**config.mk**
```make
export PLATFORM = sky130hd
export DESIGN_NAME = cpu_dump_ctrl
export DESIGN_NICKNAME = d
export VERILOG_FILES = /design/src/rtl/cpu_dump_ctrl.sv
export SDC_FILE = /design/constraint.sdc
export NUM_CORES = 1
export LEC_CHECK = 0
export ABC_AREA = 1
export CAP_MARGIN = 25
export CORE_MARGIN = 2
export CORE_UTILIZATION = 47
export CTS_CLUSTER_DIAMETER = 80
export DETAILED_ROUTE_END_ITERATION = 12
export GPL_TIMING_DRIVEN = 0
export HOLD_SLACK_MARGIN = 0.15
export PLACE_DENSITY_LB_ADDON = 0.3
export SLEW_MARGIN = 25
export SYNTH_ARGS = -nofsm -noshare
export SYNTH_HDL_FRONTEND = slang
export SYNTH_SLANG_ARGS = --single-unit
```
**constraint.sdc**
```tcl
create_clock -name clk -period 2.9 [get_ports clk]
set_clock_uncertainty 0.05 [all_clocks]
set_input_delay 0.725 -clock clk [delete_from_list [all_inputs] [get_ports clk]]
set_output_delay 0.725 -clock clk [all_outputs]
set_load 0.02 [all_outputs]
```
**src/rtl/cpu_dump_ctrl.sv**
```systemverilog
// Run-control and end-of-program state dump for the CPU: runs it for a cycle budget or until a
// chosen PC retires, then freezes it and streams the register file and a data-memory window out.
module cpu_dump_ctrl #(
  parameter int unsigned NUM_REGS  = 32,
  parameter int unsigned RF_AW     = 5,
  parameter int unsigned MEM_WORDS = 9,
  parameter int unsigned MEM_BASE  = 0,
  parameter int unsigned DM_AW     = 10
) (
  input  logic             clk,
  input  logic             rst,
  input  logic             start,
  input  logic [31:0]      cycle_limit,
  input  logic [31:0]      halt_pc,
  input  logic             halt_pc_en,
  input  logic             wb_valid,
  input  logic [31:0]      wb_pc,
  output logic             cpu_run,
  output logic [RF_AW-1:0] rf_raddr,
  input  logic [31:0]      rf_rdata,
  output logic [DM_AW-1:0] dm_raddr,
  input  logic [31:0]      dm_rdata,
  output logic             out_valid,
  input  logic             out_ready,
  output logic [31:0]      out_data,
  output logic             out_is_mem,
  output logic [15:0]      out_index,
  output logic [31:0]      cycles,
  output logic [1:0]       stop_reason,
  output logic             done
);

  typedef enum logic [2:0] {StIdle, StRun, StDumpRf, StDumpMem, StDone} state_e;

  state_e           state_q;
  logic [31:0]      limit_q, halt_pc_q, cycles_q;
  logic             halt_en_q;
  logic             cpu_run_q, out_valid_q, out_is_mem_q, done_q;
  logic [15:0]      out_index_q;
  logic [1:0]       stop_reason_q;
  logic [RF_AW-1:0] rf_raddr_q;
  logic [DM_AW-1:0] dm_raddr_q;

  logic [31:0] cycles_inc;
  logic        stop_budget, stop_halt, beat_done, last_rf, last_mem;

  // A saturated counter wraps cycles_inc to 0, which can never equal a nonzero limit.
  assign cycles_inc  = cycles_q + 32'd1;
  assign stop_budget = (limit_q != 32'd0) && (cycles_inc == limit_q);
  assign stop_halt   = halt_en_q && wb_valid && (wb_pc == halt_pc_q);
  assign beat_done   = out_valid_q && out_ready;
  assign last_rf     = out_index_q == 16'(NUM_REGS - 1);
  assign last_mem    = out_index_q == 16'(MEM_WORDS - 1);

  always_comb begin
    out_data = 32'd0;
    if (out_valid_q) begin
      if (out_is_mem_q)              out_data = dm_rdata;
      else if (out_index_q != 16'd0) out_data = rf_rdata;
    end
  end

  always_ff @(posedge clk) begin
    if (rst) begin
      state_q       <= StIdle;
      limit_q       <= 32'd0;
      halt_pc_q     <= 32'd0;
      halt_en_q     <= 1'b0;
      cycles_q      <= 32'd0;
      cpu_run_q     <= 1'b0;
      out_valid_q   <= 1'b0;
      out_is_mem_q  <= 1'b0;
      out_index_q   <= 16'd0;
      stop_reason_q <= 2'b00;
      done_q        <= 1'b0;
      rf_raddr_q    <= '0;
      dm_raddr_q    <= '0;
    end else begin
      unique case (state_q)
        StIdle, StDone: begin
          if (start) begin
            limit_q       <= cycle_limit;
            halt_pc_q     <= halt_pc;
            halt_en_q     <= halt_pc_en;
            cycles_q      <= 32'd0;
            stop_reason_q <= 2'b00;
            done_q        <= 1'b0;
            cpu_run_q     <= 1'b1;
            state_q       <= StRun;
          end
        end
        StRun: begin
          if (cycles_q != 32'hFFFF_FFFF) cycles_q <= cycles_inc;
          if (stop_budget || stop_halt) begin
            stop_reason_q <= {stop_halt, stop_budget};
            cpu_run_q     <= 1'b0;
            out_valid_q   <= 1'b1;
            out_is_mem_q  <= 1'b0;
            out_index_q   <= 16'd0;
            rf_raddr_q    <= '0;
            state_q       <= StDumpRf;
          end
        end
        StDumpRf: begin
          if (beat_done) begin
            if (!last_rf) begin
              out_index_q <= out_index_q + 16'd1;
              rf_raddr_q  <= rf_raddr_q + 1'b1;
            end else if (MEM_WORDS == 0) begin
              out_valid_q <= 1'b0;
              out_index_q <= 16'd0;
              done_q      <= 1'b1;
              state_q     <= StDone;
            end else begin
              out_is_mem_q <= 1'b1;
              out_index_q  <= 16'd0;
              dm_raddr_q   <= DM_AW'(MEM_BASE);
              state_q      <= StDumpMem;
            end
          end
        end
        StDumpMem: begin
          if (beat_done) begin
            if (!last_mem) begin
              out_index_q <= out_index_q + 16'd1;
              dm_raddr_q  <= dm_raddr_q + 1'b1;
            end else begin
              out_valid_q  <= 1'b0;
              out_is_mem_q <= 1'b0;
              out_index_q  <= 16'd0;
              done_q       <= 1'b1;
              state_q      <= StDone;
            end
          end
        end
        default: state_q <= StIdle;
      endcase
    end
  end

  assign cpu_run     = cpu_run_q;
  assign rf_raddr    = rf_raddr_q;
  assign dm_raddr    = dm_raddr_q;
  assign out_valid   = out_valid_q;
  assign out_is_mem  = out_is_mem_q;
  assign out_index   = out_index_q;
  assign cycles      = cycles_q;
  assign stop_reason = stop_reason_q;
  assign done        = done_q;

endmodule

```
==> metrics.md, run 1 <==
| Metric | Value |
|---|---|
| Vias | `~11000` |
| Total track usage | `0.338` |
| Sequential power share | `0.304` |
| Row cnt | `48` |
| Cell taking the most area after synthesis | `dfxtp_1` |
| Antenna Nets Post-Route | `0` |
| R2R depth | `17` |
| Pwr dens | `720 mW/mm²` |
| Ys flop type | `dfxtp_1` |
| CTS sink count | `approximately 140` |
| Fin. Hold Viols | `0` |
| Core area | `between 0.015 and 0.02 mm²` |
| Crit path launch type | `flop` |
| Share of flip-flops with an asynchronous set or reset | `0` |
| WP data required | `approximately 2.1 ns` |
| First-pass GRT wire length | `~50000 µm` |
| Initial core utilization | `0.483` |
| Initial drt markers | `913` |
| Syn Area/Cell | `~6.1 µm²` |
| RSZ-0062 raised after global routing | `yes` |
| Die H | `approximately 140 µm` |
| Top-count cell post-synth | `nand2_1` |
| TNS Setup | `0 ns` |
| Rel. slew slack | `0.457` |
| Clk root buf | `clkbuf_16` |
| Area Overhead vs Synth | `43.5%` |
| Fmax | `354 MHz` |
| Gpl congestion | `between 0.9 and 1` |
| Critical path type | `reg -> out` |
| Psw | `between 0.003 and 0.004 W` |
| Hold WC Path Type | `reg -> reg` |
| Gr ovfl total | `0` |
| Min-Delay Endpoint | `stop_reason[1]` |
| NumNets Final | `1843` |
| Yosys top cell area share | `0.326` |
| Via/cell ratio | `5.49` |
| CP Capture Type | `output pin` |
| Origin of the critical flop-to-flop path | `cycles[0]` |
| Fin cells | `1913` |
| Worst EP arrival | `2.05 ns` |
| Die X | `around 140 µm` |
| Layout fillers | `1532` |
| Die area | `about 0.019 mm²` |
| Synth top area cells | `dfxtp_1 (33%), nand2_1 (16%), nor2_1 (8.7%)` |
| Static Leak | `about 5.0 nW` |
| Share of layout cells above drive strength 1 | `0.0944` |
| Max clock buf depth | `2` |
| CTS Buf Count | `17` |
| Post-synth top cells | `nand2_1 (369), nor2_1 (196), inv_1 (144)` |
| Tcrit/Tclk final | `0.974` |
| Hold Crit Start | `stop_reason[1]` |
| HPWL Detailed | `around 25000 µm` |
| Largest net degree at the start of global routing | `17` |
| WL/cell | `~17 µm` |
| Synthesized flop and latch total | `between 100 and 150` |
| Worst vdd ir | `0.579 mV` |
| Drt first pass iters | `5` |
| FF/Latch Area | `roughly 0.0028 mm²` |
| Synth warn | `0` |
| Combinational share of power | `0.444` |
| Max_cap viols | `0` |
| Post-Route WL | `around 33000 µm` |
| Syn_nets | `1550` |
| Htree depth | `4` |
| DR DRC count | `0` |
| Ports | `approximately 270` |
| Seq/Total Area, Yosys | `0.326` |
| Worst Hold Path Cells | `2` |
| Worst Tran Pin Value | `just over 0.8 ns` |
| Status | `finished clean` |
| Initial antenna violation count | `3` |
| Slew Limit Fails | `0` |
| Number of global-route vias before repair | `9604` |
| Cell variety after synth | `46` |
| Switching share of power | `0.435` |
| Worst-path fanout max | `10` |
| Clk pin slew, worst setup/hold paths | `approximately 0.070 ns` |
| R2R Setup Slk | `0.09 ns` |
| Clock power share | `0.252` |
| Mapped Cells | `approximately 1400` |
| Cell Area, Synth | `~0.0084 mm²` |
| Post-layout min period | `approximately 2.8 ns` |
| Worst-Skew Late Latency | `approximately 0.43 ns` |
| Int Power | `between 0.004 and 0.005 W` |
| Reg-to-reg endpoint | `out_index[7]` |
| Placed Cells | `1869` |
| Final setup viols | `0` |
| EDFF count, synth | `0` |
| Area of the multi-input gates | `between 0.005 and 0.006 mm²` |
| CTS tree | `built` |
| Port bufs | `265` |
## flip-flops by register name, indices dropped and copies added, names as in the netlist
name         flops
out_index       16
out_valid        1
done             1
halt_pc_q       32
stop_reason      2
state_q          3
cpu_run          1
rf_raddr         5
limit_q         32
cycles          32
dm_raddr        10
out_is_mem       1
halt_en_q        1
## placed cells by master (no fill, tap or decap), types with 20 or more instances in the layout
| master | instances |
|---|---|
| clkdlybuf4s50_1 | 233 |
| clkbuf_1 | 37 |
| clkbuf_2 | 27 |
| nor3_1 | 20 |
| o21ai_0 | 111 |
| a21oi_1 | 118 |
| nand4_1 | 28 |
| inv_1 | 142 |
| nand2_1 | 363 |
| nand3_1 | 86 |
| dfxtp_1 | 126 |
| nor2_1 | 187 |
## worst max-delay path, cell delays in order (launching register included)
cell	delay [ns]
dfxtp_1	0.34
inv_1	0.09
nand4_1	0.16
nor3_4	0.31
nand3_4	0.17
buf_6	0.18
nand2_4	0.09
a21oi_1	0.08
buf_2	0.18
## per-stage QoR
step                hold slack [ns]   util  cell area (µm²)  total power, W  worst slack (ns)
finish                        0.424  0.693            12100         0.00869            0.0762
global route                  0.455  0.693            12100         0.00921           -0.0644
CTS                           0.426  0.688            12000         0.00850          -0.00694
detailed placement            0.410  0.651            11300         0.00631            -0.292
global placement              0.401  0.651            11300         0.00624            -0.282
floorplan                     0.394      -             8410         0.00485             0.400
## layout make-up
cell class,count,area share
plain buffers,54,0.0213
inverters,146,0.0454
clock buffers,17,0.0352
multi-input cells,1042,0.419
diodes,3,0.000622
flip-flops and latches,137,0.229
repair buffers,274,0.214
well taps,225,0.0233
clock inverters,15,0.0131
## how the worst max path moves through the flow
stage	start	end	cells after the start	slack, ns
detailed placement	out_index[8]	out_data[27]	8	-0.29
global route	cycles[0]	out_index[14]	20	-0.06
CTS	out_index[8]	out_data[30]	8	-0.007
global placement	out_index[11]	out_data[28]	8	-0.28
finish	out_index[13]	out_data[28]	8	0.08
floorplan	cycles[0]	out_index[7]	19	0.40
## power groups by stage
stage	combinational [W]	sequential [W]	clock [W]
floorplan	0.00220	0.00265	0
global placement	0.00360	0.00265	0
detailed placement	0.00365	0.00266	0
CTS	0.00368	0.00263	0.00219
global route	0.00427	0.00268	0.00226
finish	0.00386	0.00264	0.00219
## per-layer routing
metal / vias to the layer above / GRT usage / part of all wire
met4: 0 / 0.214 / 0.055
met5: - / 0 / 0
met3: 132 / 0.0890 / 0.11
li1: 5069 / - / -
met1: 4710 / 0.398 / 0.38
met2: 599 / 0.545 / 0.45
## what timing repair did
item,CTS,global route
pin swaps,1,12
gates resized for setup,78,101
cloned,0,2
buffers inserted,1,6
hold buffers,0,0
endpoints found under the hold margin,0,0
setup endpoints to repair,82,89
## cells by family after synthesis
logic type | after synthesis | share of synthesized area
simple gates | 757 | 0.389
compound gates | 261 | 0.163
buf+inv | 200 | 0.0924
flops | 137 | 0.326
xor+xnor | 19 | 0.0216
fa+ha+maj | 5 | 0.00744
Power figures use the tool's default switching activity.
==> run 2: changes to the inputs <==
SKIP_CTS_REPAIR_TIMING = 1   (was not set)
==> metrics.md, run 2 (synthesis gave the netlist of run 1 again) <==
| Metric | Value |
|---|---|
| Status | `finished clean` |
| WP data required | `2.12 ns (about the same)` |
| Static Leak | `5.38 nW (+8.2%)` |
| Htree depth | `4 (unchanged)` |
| Placed Cells | `1869 (unchanged)` |
| NumNets Final | `1844 (+0.054%)` |
| Fin. Hold Viols | `0 (unchanged)` |
| Antenna Nets Post-Route | `0 (unchanged)` |
| Total power | `0.00877 W (+0.90%)` |
| Met1 Track Usage GR | `0.402 (+0.00344)` |
| Gr busiest metal | `met2` |
| Final core utilization | `0.704 (+0.0107)` |
| RSZ-0062 raised after global routing | `yes` |
| GRT met2 Usage | `0.546 (+0.000553)` |
| First-pass GRT wire length | `48900 µm (-0.13%)` |
| Core area | `0.0174 mm² (unchanged)` |
| Most frequent cells in the layout | `nand2_1 (366), clkdlybuf4s50_1 (233), nor2_1 (187)` |
| Worst EP arrival | `2.09 ns (+0.04 ns)` |
| Worst-Skew Late Latency | `0.44 ns (about the same)` |
| WL/cell | `17.3 µm (+0.53%)` |
| Post-layout min period | `2.86 ns (+0.0381 ns)` |
| Gr ovfl total | `0 (unchanged)` |
| Final setup viols | `0 (unchanged)` |
| Number of global-route vias before repair | `9564 (-0.42%)` |
| Initial drt markers | `893 (-2.2%)` |
| Clk root buf | `clkbuf_16` |
| Setup ws final | `0.0381 ns (-0.0381 ns)` |
| CP max-delay cell | `dfxtp_1` |
| Critical path type | `reg -> out` |
| Worst Tran Pin Value | `0.832 ns (+0.0182 ns)` |
| Clk pin slew, worst setup/hold paths | `0.07 ns (about the same)` |
| Gpl congestion | `0.991 (unchanged)` |
| Initial core utilization | `0.483 (unchanged)` |
| Tcrit/Tclk final | `0.987 (+0.0131)` |
| Crit path launch type | `flop` |
| Fin cells | `1914 (+0.052%)` |
| Sequential power share | `0.301 (-0.003)` |
| CP cell instances | `inv_1 -> nand4_1 -> nor3_4 -> nand3_4 -> buf_6 -> nand2_1 -> a21oi_1 -> clkbuf_2` |
| Pwr dens | `715 mW/mm² (-0.63%)` |
| Initial antenna violation count | `3 (unchanged)` |
| Rel. slew slack | `0.445 (-0.0121)` |
| Hold WC Path Type | `reg -> reg` |
| Ports | `267 (unchanged)` |
| Commonest non-fill, non-tap cell in the layout | `nand2_1` |
| Switching share of power | `0.431 (-0.00393)` |
| CTS sink count | `137 (unchanged)` |
| Port bufs | `265 (unchanged)` |
| Max_cap viols | `0 (unchanged)` |
| CTS tree | `built` |
| Die H | `138 µm (unchanged)` |
| Clock power share | `0.250 (-0.002)` |
| CP Capture Type | `output pin` |
| TNS Setup | `0 ns (unchanged)` |
| Die area | `0.0190 mm² (unchanged)` |
| HPWL Detailed | `25400 µm (unchanged)` |
| CTS Buf Count | `17 (unchanged)` |
| Combinational share of power | `0.449 (+0.005)` |
| M3 GR Usage | `0.0846 (-0.00442)` |
| Via/cell ratio | `5.51 (+0.36%)` |
| Post-Route WL | `33100 µm (+0.59%)` |
| Row cnt | `48 (unchanged)` |
| Drt first pass iters | `6 (+1)` |
| Max clock buf depth | `2 (unchanged)` |
| Total track usage | `0.338 (about the same)` |
| Fmax | `349 MHz (-1.3%)` |
| Worst-path fanout max | `10 (unchanged)` |
| Largest net degree at the start of global routing | `17 (unchanged)` |
| DR DRC count | `0 (unchanged)` |
| Worst slack at placement | `-0.292 ns (unchanged)` |
| Share of layout cells above drive strength 1 | `0.0789 (-0.0155)` |
| Slew Limit Fails | `0 (unchanged)` |
| Int Power | `0.00499 W (+1.6%)` |
| Worst vdd ir | `0.582 mV (+0.45%)` |
| Area Overhead vs Synth | `45.8%` |
| Die X | `138 µm (unchanged)` |
| CP peak stage delay | `0.33 ns (about the same)` |
| Psw | `0.00378 W (about the same)` |
| Vias | `10600 (+0.41%)` |
## run 2: per-stage QoR
step | hold slack, ns | instance area [µm²]
5_1_grt | 0.455 | 12300
6_report | 0.424 | 12300
2_1_floorplan | 0.394 | 8410
3_5_place_dp | 0.410 | 11300
3_3_place_gp | 0.401 | 11300
4_1_cts | 0.426 | 11900
## run 2: area by class of cell
class | count | area, µm²
Antenna cell | 3 | 7.51
Buffer | 54 | 256
Clock buffer | 17 | 425
Clock inverter | 15 | 158
Fill cell | 1496 | 5160
Inverter | 146 | 548
Multi-Input combinational cell | 1042 | 5040
Sequential cell | 137 | 2760
Tap cell | 225 | 282
Timing Repair Buffer | 275 | 2780
## run 2: worst paths after layout
check | startpoint | to | slack, ns | cells past startpoint
worst max-delay path | out_index[13] | out_data[28] | 0.04 | 8
worst min-delay path | stop_reason[1] | stop_reason[1] | 0.42 | 2
worst max register to register | cycles[0] | out_index[12] | 0.11 | 17
worst min register to register | stop_reason[1] | stop_reason[1] | 0.42 | 2
## run 2: per-layer routing
layer,share of wire,up-vias
li1,-,5074
met3,0.12,112
met5,0,-
met1,0.38,4720
met2,0.46,647
met4,0.049,0
## run 2: power groups by stage
stage	clock [W]	combinational [W]	sequential [W]
after CTS	0.00219	0.00367	0.00262
after global routing	0.00226	0.00434	0.00268
after global placement	0	0.00360	0.00265
after detailed placement	0	0.00365	0.00266
final	0.00219	0.00394	0.00264
after floorplan	0	0.00220	0.00265
## run 2: worst max-delay path: cells and delay by family, from the launching register on
kind / cells / cell delay (ns)
AND/OR/NAND/NOR: 4 / 0.77
buffers and inverters: 3 / 0.44
flip-flops: 1 / 0.33
AO/OA/AOI/OAI: 1 / 0.10
